[src/rtl/branch_target_unit_if.sv]
// Control/status bundle for branch_target_unit: execution control, branch
// request, target-table write port and PC/done status.
interface branch_target_unit_if #(
    parameter int unsigned PC_W  = 10,
    parameter int unsigned IDX_W = 3
);
    logic             start;
    logic             halt_in;
    logic             branch_en;
    logic [IDX_W-1:0] how_high;
    logic             lut_we;
    logic [IDX_W-1:0] lut_waddr;
    logic [PC_W-1:0]  lut_wdata;
    logic             lut_wabs;
    logic [PC_W-1:0]  pc_out;
    logic             done;

    modport master (
        output start, halt_in, branch_en, how_high,
        output lut_we, lut_waddr, lut_wdata, lut_wabs,
        input  pc_out, done
    );

    modport slave (
        input  start, halt_in, branch_en, how_high,
        input  lut_we, lut_waddr, lut_wdata, lut_wabs,
        output pc_out, done
    );
endinterface

[src/rtl/branch_target_unit.sv]
// PC sequencer with an IDLE/RUN/HALT FSM and a target table holding relative or
// absolute branch targets. Define BTU_WRITE_FWD_EN to forward same-cycle table writes.
module branch_target_unit #(
    parameter int unsigned PC_W  = 10,
    parameter int unsigned IDX_W = 3
) (
    input logic                  Clk,
    input logic                  Reset_n,
    branch_target_unit_if.slave  bus
);
    localparam int unsigned DEPTH = 1 << IDX_W;

    typedef enum logic [1:0] {
        IDLE = 2'd0,
        RUN  = 2'd1,
        HALT = 2'd2
    } state_t;

    state_t          state_q, state_d;
    logic [PC_W-1:0] pc_q, pc_d;

    logic [PC_W-1:0] lut_val_q [DEPTH];
    logic            lut_abs_q [DEPTH];

    logic [PC_W-1:0] entry_val;
    logic            entry_abs;

    // Entry k resets to +/- 2^(k/2+1); shifts past PC_W truncate to zero.
    function automatic logic [PC_W-1:0] reset_entry(input int unsigned k);
        logic [PC_W-1:0] mag;
        mag = PC_W'(1) << (k / 2 + 1);
        return ((k % 2) == 1) ? -mag : mag;
    endfunction

    always_ff @(posedge Clk or negedge Reset_n) begin
        if (!Reset_n) begin
            for (int unsigned k = 0; k < DEPTH; k++) begin
                lut_val_q[IDX_W'(k)] <= reset_entry(k);
                lut_abs_q[IDX_W'(k)] <= 1'b0;
            end
        end else if (bus.lut_we) begin
            lut_val_q[bus.lut_waddr] <= bus.lut_wdata;
            lut_abs_q[bus.lut_waddr] <= bus.lut_wabs;
        end
    end

    always_comb begin
        entry_val = lut_val_q[bus.how_high];
        entry_abs = lut_abs_q[bus.how_high];
`ifdef BTU_WRITE_FWD_EN
        if (bus.lut_we && (bus.lut_waddr == bus.how_high)) begin
            entry_val = bus.lut_wdata;
            entry_abs = bus.lut_wabs;
        end
`else
`endif
    end

    always_ff @(posedge Clk or negedge Reset_n) begin
        if (!Reset_n) begin
            state_q <= IDLE;
            pc_q    <= '0;
        end else begin
            state_q <= state_d;
            pc_q    <= pc_d;
        end
    end

    always_comb begin
        state_d = state_q;
        pc_d    = pc_q;
        unique case (state_q)
            IDLE, HALT: begin
                if (bus.start) begin
                    state_d = RUN;
                    pc_d    = '0;
                end
            end
            RUN: begin
                // Halt wins over a simultaneous branch request.
                if (bus.halt_in) begin
                    state_d = HALT;
                end else if (bus.branch_en) begin
                    pc_d = entry_abs ? entry_val : pc_q + entry_val;
                end else begin
                    pc_d = pc_q + PC_W'(1);
                end
            end
            default: begin
                state_d = IDLE;
                pc_d    = '0;
            end
        endcase
    end

    assign bus.pc_out = pc_q;
    assign bus.done   = (state_q == HALT);

endmodule

[src/flat_wrapper.sv]
// flat-port wrapper written by rule: the top's interface ports become plain ports
module branch_target_unit_flat 
#(
    parameter int unsigned PC_W  = 10,
    parameter int unsigned IDX_W = 3
)
  (Clk, Reset_n, bus_start, bus_halt_in, bus_branch_en, bus_how_high, bus_lut_we, bus_lut_waddr, bus_lut_wdata, bus_lut_wabs, bus_pc_out, bus_done);
  branch_target_unit_if #(.PC_W(PC_W), .IDX_W(IDX_W)) bus_i ();
  input logic Clk;
  input logic Reset_n;
  input wire logic [$bits(bus_i.start)-1:0] bus_start;
  input wire logic [$bits(bus_i.halt_in)-1:0] bus_halt_in;
  input wire logic [$bits(bus_i.branch_en)-1:0] bus_branch_en;
  input wire logic [$bits(bus_i.how_high)-1:0] bus_how_high;
  input wire logic [$bits(bus_i.lut_we)-1:0] bus_lut_we;
  input wire logic [$bits(bus_i.lut_waddr)-1:0] bus_lut_waddr;
  input wire logic [$bits(bus_i.lut_wdata)-1:0] bus_lut_wdata;
  input wire logic [$bits(bus_i.lut_wabs)-1:0] bus_lut_wabs;
  output wire logic [$bits(bus_i.pc_out)-1:0] bus_pc_out;
  output wire logic [$bits(bus_i.done)-1:0] bus_done;
  assign bus_i.start = bus_start;
  assign bus_i.halt_in = bus_halt_in;
  assign bus_i.branch_en = bus_branch_en;
  assign bus_i.how_high = bus_how_high;
  assign bus_i.lut_we = bus_lut_we;
  assign bus_i.lut_waddr = bus_lut_waddr;
  assign bus_i.lut_wdata = bus_lut_wdata;
  assign bus_i.lut_wabs = bus_lut_wabs;
  assign bus_pc_out = bus_i.pc_out;
  assign bus_done = bus_i.done;
  branch_target_unit #(.PC_W(PC_W), .IDX_W(IDX_W)) u_core (.Clk(Clk), .Reset_n(Reset_n), .bus(bus_i));
endmodule
[config.mk]
export PLATFORM = sky130hd
export DESIGN_NAME = branch_target_unit_flat
export DESIGN_NICKNAME = d
export VERILOG_FILES = /design/src/rtl/branch_target_unit_if.sv /design/src/rtl/branch_target_unit.sv /design/src/flat_wrapper.sv
export SDC_FILE = /design/constraint.sdc
export NUM_CORES = 1
export LEC_CHECK = 0
export ABC_AREA = 1
export CORE_UTILIZATION = 55
export DETAILED_ROUTE_END_ITERATION = 16
export PLACE_DENSITY = 0.82
export SLEW_MARGIN = 20
export SYNTH_ARGS = -nofsm -noshare
export SYNTH_HDL_FRONTEND = slang
export SYNTH_SLANG_ARGS = --single-unit
[constraint.sdc]
create_clock -name Clk -period 3.1 [get_ports Clk]
set_clock_uncertainty 0.2 [all_clocks]
set_input_delay 0.62 -clock Clk [delete_from_list [all_inputs] [get_ports Clk]]
set_output_delay 0.62 -clock Clk [all_outputs]
set_load 0.02 [all_outputs]
==> results of run 1 <==
-- state kept, by name (all words and copies together) (netlist names) --
register and count:
u_core.bus.pc_out 10, u_core.lut_abs_q 8, u_core.state_q 2, u_core.lut_val_q 80
-- power by group --
part	switching, mW	internal [mW]	total [mW]
Sequential	0.174	1.61	1.79
Clock	0.494	0.468	0.962
Combinational	0.564	0.454	1.02
Total	1.23	2.53	3.77
-- layout by cell type, fill, tap and decap left out, types with 4 or more instances in the layout --
cell type        Yosys  layout
dfstp_2             34      34
ha_1                10       7
o21ai_0            123     120
buf_4                2      43
a21oi_1             20      20
nand2_1            198     196
clkdlybuf4s50_1      0      31
clkbuf_8             0       9
o22ai_1             13      13
inv_1               50      50
o211ai_1             5       5
nand3_1             31      31
nor2_1              66      66
nand3b_1             4       4
buf_6                9       4
dfrtp_1             66      66
o21ai_1             19      21
inv_6                0       4
-- timing repair --
item | 4_1_cts | 5_1_grt
setup endpoints to repair | 5 | 8
gates resized for setup | 4 | 16
pin swaps | 0 | 4
buffers inserted | 0 | 2
-- worst register-to-register path, stage by stage (launching register included) --
cell,delay [ns]
dfrtp_1,0.37
inv_1,0.07
nand2_1,0.05
o211ai_1,0.10
o21ai_0,0.13
inv_1,0.07
o21ai_1,0.07
buf_4,0.14
ha_1,0.29
nand3_1,0.08
nand3_1,0.12
a21oi_1,0.10
or2_2,0.28
nand3_1,0.08
nand3_1,0.09
nand2_1,0.08
o21ai_0,0.07
-- area by class of cell --
cell class / instances / area (sq um)
Clock inverter: 7 / 105.1
Inverter: 53 / 209.0
Multi-Input combinational cell: 503 / 2392
Sequential cell: 100 / 2545
Timing Repair Buffer: 82 / 750.7
Clock buffer: 9 / 123.9
Tap cell: 129 / 161.4
Fill cell: 766 / 2997
-- kinds of logic after synthesis --
kind of cell / count (synthesis) / synth area share
AO/OA/AOI/OAI: 182 / 0.1787
XOR/XNOR: 3 / 0.004970
adder cells (fa/ha/maj): 11 / 0.02745
buffers and inverters: 87 / 0.07643
flip-flops: 100 / 0.4813
AND/OR/NAND/NOR: 307 / 0.2312
-- final timing paths --
| check | from | to | slack (ns) |
|---|---|---|---|
| max in group asynchronous | Reset_n | u_core.lut_val_q[44] | 1.91 |
| max reg2reg | u_core.lut_val_q[1] | u_core.bus.pc_out[5] | 0.61 |
| min in group Clk | u_core.lut_val_q[57] | u_core.lut_val_q[57] | 0.29 |
| min reg2reg | u_core.lut_val_q[57] | u_core.lut_val_q[57] | 0.29 |
| min | Reset_n | u_core.state_q[0] | 0.04 |
| max | bus_how_high[1] | u_core.bus.pc_out[5] | 0.16 |
-- layer usage --
layer  GRT usage  vias up  part of all wire
li1            -     2378                 -
met1      0.3606     2380              0.42
met2      0.4886      168              0.49
met3     0.06058       17             0.068
met4     0.09253        0             0.014
met5           0        -                 0
-- metrics by stage --
step | setup TNS (ns) | util
floorplan | 0 | -
global placement | -2.651 | 0.6427
detailed placement | -3.093 | 0.6427
CTS | 0 | 0.6683
global route | -0.03640 | 0.6772
finish | 0 | 0.6772
==> flow_summary.ini, run 1 <==
[outcome]
status = complete, no violations

[drt]
first_iter_violations = 299
vias = 4943
wl_per_cell_microns = 15.01
drc = 0
drt_wl_total_mm = 13.26
dr.pass1.iters = 5
drt.antenna.violating_nets = 0
post_drt_via_cell_ratio = 5.598

[synthesis]
async_reset_ff_frac = 1.000
netlist_area_sq_um = 5288
post-synth-top-area-cell = dfrtp_1
avgSynthCellArea_sq_um = 7.663
synth_edf_count = 0
synth_top_cell_area_share = 0.3124
ys.flop_type = dfrtp_1
synth-seq-area-share = 0.4813
synth_cells = 690
ys_ff_latch = 100
synth_warnings = 0
ys_types = 26
yosys-top-cells-area = dfrtp_1, dfstp_2, nand2_1
syn_nets = 724
synth_most_common_cell = nand2_1
synth_common_cells = nand2_1, o21ai_0, dfrtp_1, nor2_1, inv_1

[sta]
finalMaxSlewViolations = 0
fmax_mhz = 340.1
fin_ws_ns = 0.1596
setup-violations-final = 0
finalHoldViolations = 0
fin_crit_sh = 0.9485
worst_pin_slew_ns = 0.8092
min_period_ns = 2.940
hold_slack_ns = 0.04038
rsz0062_at_grt = yes
relSlewSlack = 0.4592

[setup_path]
crit_type = input port to flop
r2r_cells = 16
crit_chain = clkdlybuf4s50_1 -> buf_6 -> inv_6 -> buf_4 -> o21ai_0 -> o22ai_1 -> nand2_1 -> nand2_1 -> ha_1 -> nand2_1 -> inv_1 -> a21oi_1 -> or2_2 -> nand3_1 -> nand3_1 -> nand2_1 -> o21ai_0
crit_family = buffers and inverters
required_ns = 3.17
arrival_ns = 3.01
slowest_delay_ns = 0.48
crit_fanout = 7
crit_top_cell = nand2_1
path_buf_inv = 5
worst_setup_path_end_kind = flop
worst-path-stages = 17
critPathLaunchType = input port
cp_slowest_cell = clkdlybuf4s50_1

[placement]
place_congestion = 0.8522
dp.cells = 865
dp_hpwl_mm = 9.129
placed_cell_area_sq_um = 5967
post-place-ws_ns = -0.4923
io_buffers = 33

[cts]
cts-buffers-inserted = 9
htreeDepth = 3
cts-root-buf = clkbuf_8
path_clk_slew_ns = 0.10
worstSkewPairLatency_ns = 0.38
cts_sinks = 100
cts_hold_buf = 0
cts_max_path_buffers = 2
cts_tree = yes

[grt]
grt_overflow_total = 0
antenna_found_initial = 0
grt_pass1_wl_mm = 22.02
track_usage = 0.2844
grt_pass1_vias = 4706
grt_max_degree = 57

[floorplanning]
die_w_microns = 100.1
fp-row-count = 35
boundaryPins = 34
initial_core_util = 0.5695
dieArea_sq_um = 10010
fp.dieH_microns = 100.1
core_area_sq_um = 9284

[cells_and_area]
area_growth_pct = 18.91
final_cells = 883
nets = 783
antennaDiodeCount = 0
drive_above_1_share = 0.1499
final_area_sq_um = 6287

[pwr]
total_power_mw = 3.767
p_per_area_nw_per_um2 = 599.1
p_leak_nw = 2.954
peakVddDrop_mv = 0.3050

[hold_path]
hold_path_class = input port to asynchronous set/reset pin

[flow_run]
cap_violations = 0
Note: power is estimated with default switching activity, not from simulation.
==> inputs of run 2 (changes only) <==
--- a/config.mk
+++ b/config.mk
@@ -8,7 +8,9 @@
 export ABC_AREA = 1
 export CORE_UTILIZATION = 55
 export DETAILED_ROUTE_END_ITERATION = 16
+export HOLD_SLACK_MARGIN = 0.02
 export PLACE_DENSITY = 0.82
+export RECOVER_POWER = 50
 export SLEW_MARGIN = 20
 export SYNTH_ARGS = -nofsm -noshare
 export SYNTH_HDL_FRONTEND = slang
==> flow_summary.ini, run 2 (synthesized netlist as in run 1, its figures left out) <==
[outcome]
status = complete, but fails checks
violations = max-capacitance violations, max-slew violations

[setup_path]
required_ns = 3.17
r2r_cells = 16
critPathLaunchType = input port
crit_fanout = 7
crit_top_cell = nand2_1
cp_slowest_cell = clkdlybuf4s50_1
r2r_setup_slack_ns = 0.61
worst_setup_path_end_kind = flop
crit_type = input port to flop
worstReg2RegStart = u_core.lut_val_q[1]
crit_start = bus_how_high[1]
crit_chain = clkdlybuf4s50_1 -> buf_6 -> inv_6 -> buf_4 -> o21ai_0 -> o22ai_1 -> nand2_1 -> nand2_1 -> ha_4 -> nand2_1 -> nand3_1 -> a21oi_1 -> or2_2 -> nand3_1 -> nand3_1 -> nand2_1 -> o21ai_0
slowest_delay_ns = 0.49
r2r-end = u_core.bus.pc_out[5]
arrival_ns = 3.01
critPathCapture = u_core.bus.pc_out[5]

[drt]
first_iter_violations = 313
post_drt_via_cell_ratio = 5.588
drt.antenna.violating_nets = 0
vias = 4934
drc = 0
dr.pass1.iters = 5
wl_per_cell_microns = 15.00
drt_wl_total_mm = 13.25

[sta]
fin_ws_ns = 0.1582
setup-violations-final = 0
worst_pin_slew_ns = 2.390
rsz0062_at_grt = yes
finalHoldViolations = 0
fmax_mhz = 339.9
hold_slack_ns = 0.2903
min_period_ns = 2.942
relSlewSlack = -0.5931
fin_crit_sh = 0.9490
finalMaxSlewViolations = 46

[cells_and_area]
nets = 783
largest_register = u_core.lut_val_q
final_area_sq_um = 6262
final_common_cell = nand2_1
antennaDiodeCount = 0
drive_above_1_share = 0.1446
layout_common_cells = nand2_1, o21ai_0, nor2_1, dfrtp_1, inv_1
area_growth_pct = 18.43
post-route-util = 0.6745
largest_reg_flops = 80

[cts]
cts_tree = yes
cts_sinks = 100
htreeDepth = 3
cts-root-buf = clkbuf_8
cts-buffers-inserted = 9
cts_max_path_buffers = 2
worstSkewPairLatency_ns = 0.38
path_clk_slew_ns = 0.11

[floorplanning]
fp-row-count = 35
core_area_sq_um = 9284
boundaryPins = 34
dieArea_sq_um = 10010
die_w_microns = 100.1
fp.dieH_microns = 100.1
initial_core_util = 0.5695

[placement]
place_congestion = 0.8522
dp_hpwl_mm = 9.129
post-place-ws_ns = -0.4923
placed_cell_area_sq_um = 5967
io_buffers = 33

[pwr]
total_power_mw = 3.763
peakVddDrop_mv = 0.3051
p_per_area_nw_per_um2 = 600.9
p_leak_nw = 2.938

[grt]
busiest_layer = met2
antenna_found_initial = 0
grt_pass1_vias = 4706
grt_use_met2 = 0.4886
use_met3 = 0.06058
met1_usage = 0.3606
track_usage = 0.2844
grt_max_degree = 57
grt_overflow_total = 0
grt_pass1_wl_mm = 22.02

[flow_run]
cap_violations = 1

[hold_path]
hold_path_class = flop to flop
==> run 2: worst min path at each step <==
stage | start | slack (ns) | endpoint | cells past startpoint
6_report | u_core.lut_val_q[57] | 0.29 | u_core.lut_val_q[57] | 2
5_1_grt | u_core.lut_val_q[43] | 0.31 | u_core.lut_val_q[43] | 2
4_1_cts | Reset_n | 0.05 | u_core.state_q[0] | 1
3_5_place_dp | u_core.lut_val_q[57] | 0.27 | u_core.lut_val_q[57] | 2
3_3_place_gp | u_core.lut_val_q[10] | 0.26 | u_core.lut_val_q[10] | 2
2_1_floorplan | Reset_n | 0.12 | u_core.bus.pc_out[0] | 0
==> run 2: layout make-up <==
type                    count  area [sq um]
clock inverters             7         105.1
fillers                   770          3022
flip-flops and latches    100          2545
well taps                 129         161.4
inverters                  53         209.0
repair buffers             82         730.7
multi-input cells         503          2387
clock buffers               9         123.9
==> run 2: what timing repair did <==
| action | 4_1_cts | 5_1_grt |
|---|---|---|
| pin swaps | 0 | 4 |
| setup buffers | 0 | 2 |
| hold buffers | 0 | 0 |
| resized for setup | 4 | 16 |
| setup endpoints to repair | 5 | 8 |
==> run 2: report_power, final <==
part	internal (mW)	leakage, nW	total, mW	switching (mW)
logic	0.451	1.64	1.01	0.563
registers	1.61	1.19	1.79	0.174
clock network	0.468	0.112	0.962	0.494
total	2.53	2.94	3.76	1.23
==> run 2: through the flow <==
stage                     TNS (ns)  cells
final                            0    883
after global routing      -0.03640    883
after CTS                        0    881
after detailed placement    -3.093    865
after global placement      -2.651    865
after floorplan                  0    690
==> run 2: metal layers <==
layer  up-vias  share of wire  wire (microns)
li1       2376              -               -
met1      2385           0.43            5716
met2       157           0.49            6554
met3        16          0.059             779
met4         0          0.015             196
met5         -              0               0
==> run 2: critical path, delay by kind of cell <==
| family | cells | cell delay [ns] |
|---|---|---|
| adders and majority gates | 1 | 0.32 |
| buffers and inverters | 4 | 0.84 |
| and+or+nand+nor | 8 | 0.89 |
| AOI/OAI and AO/OA | 4 | 0.33 |
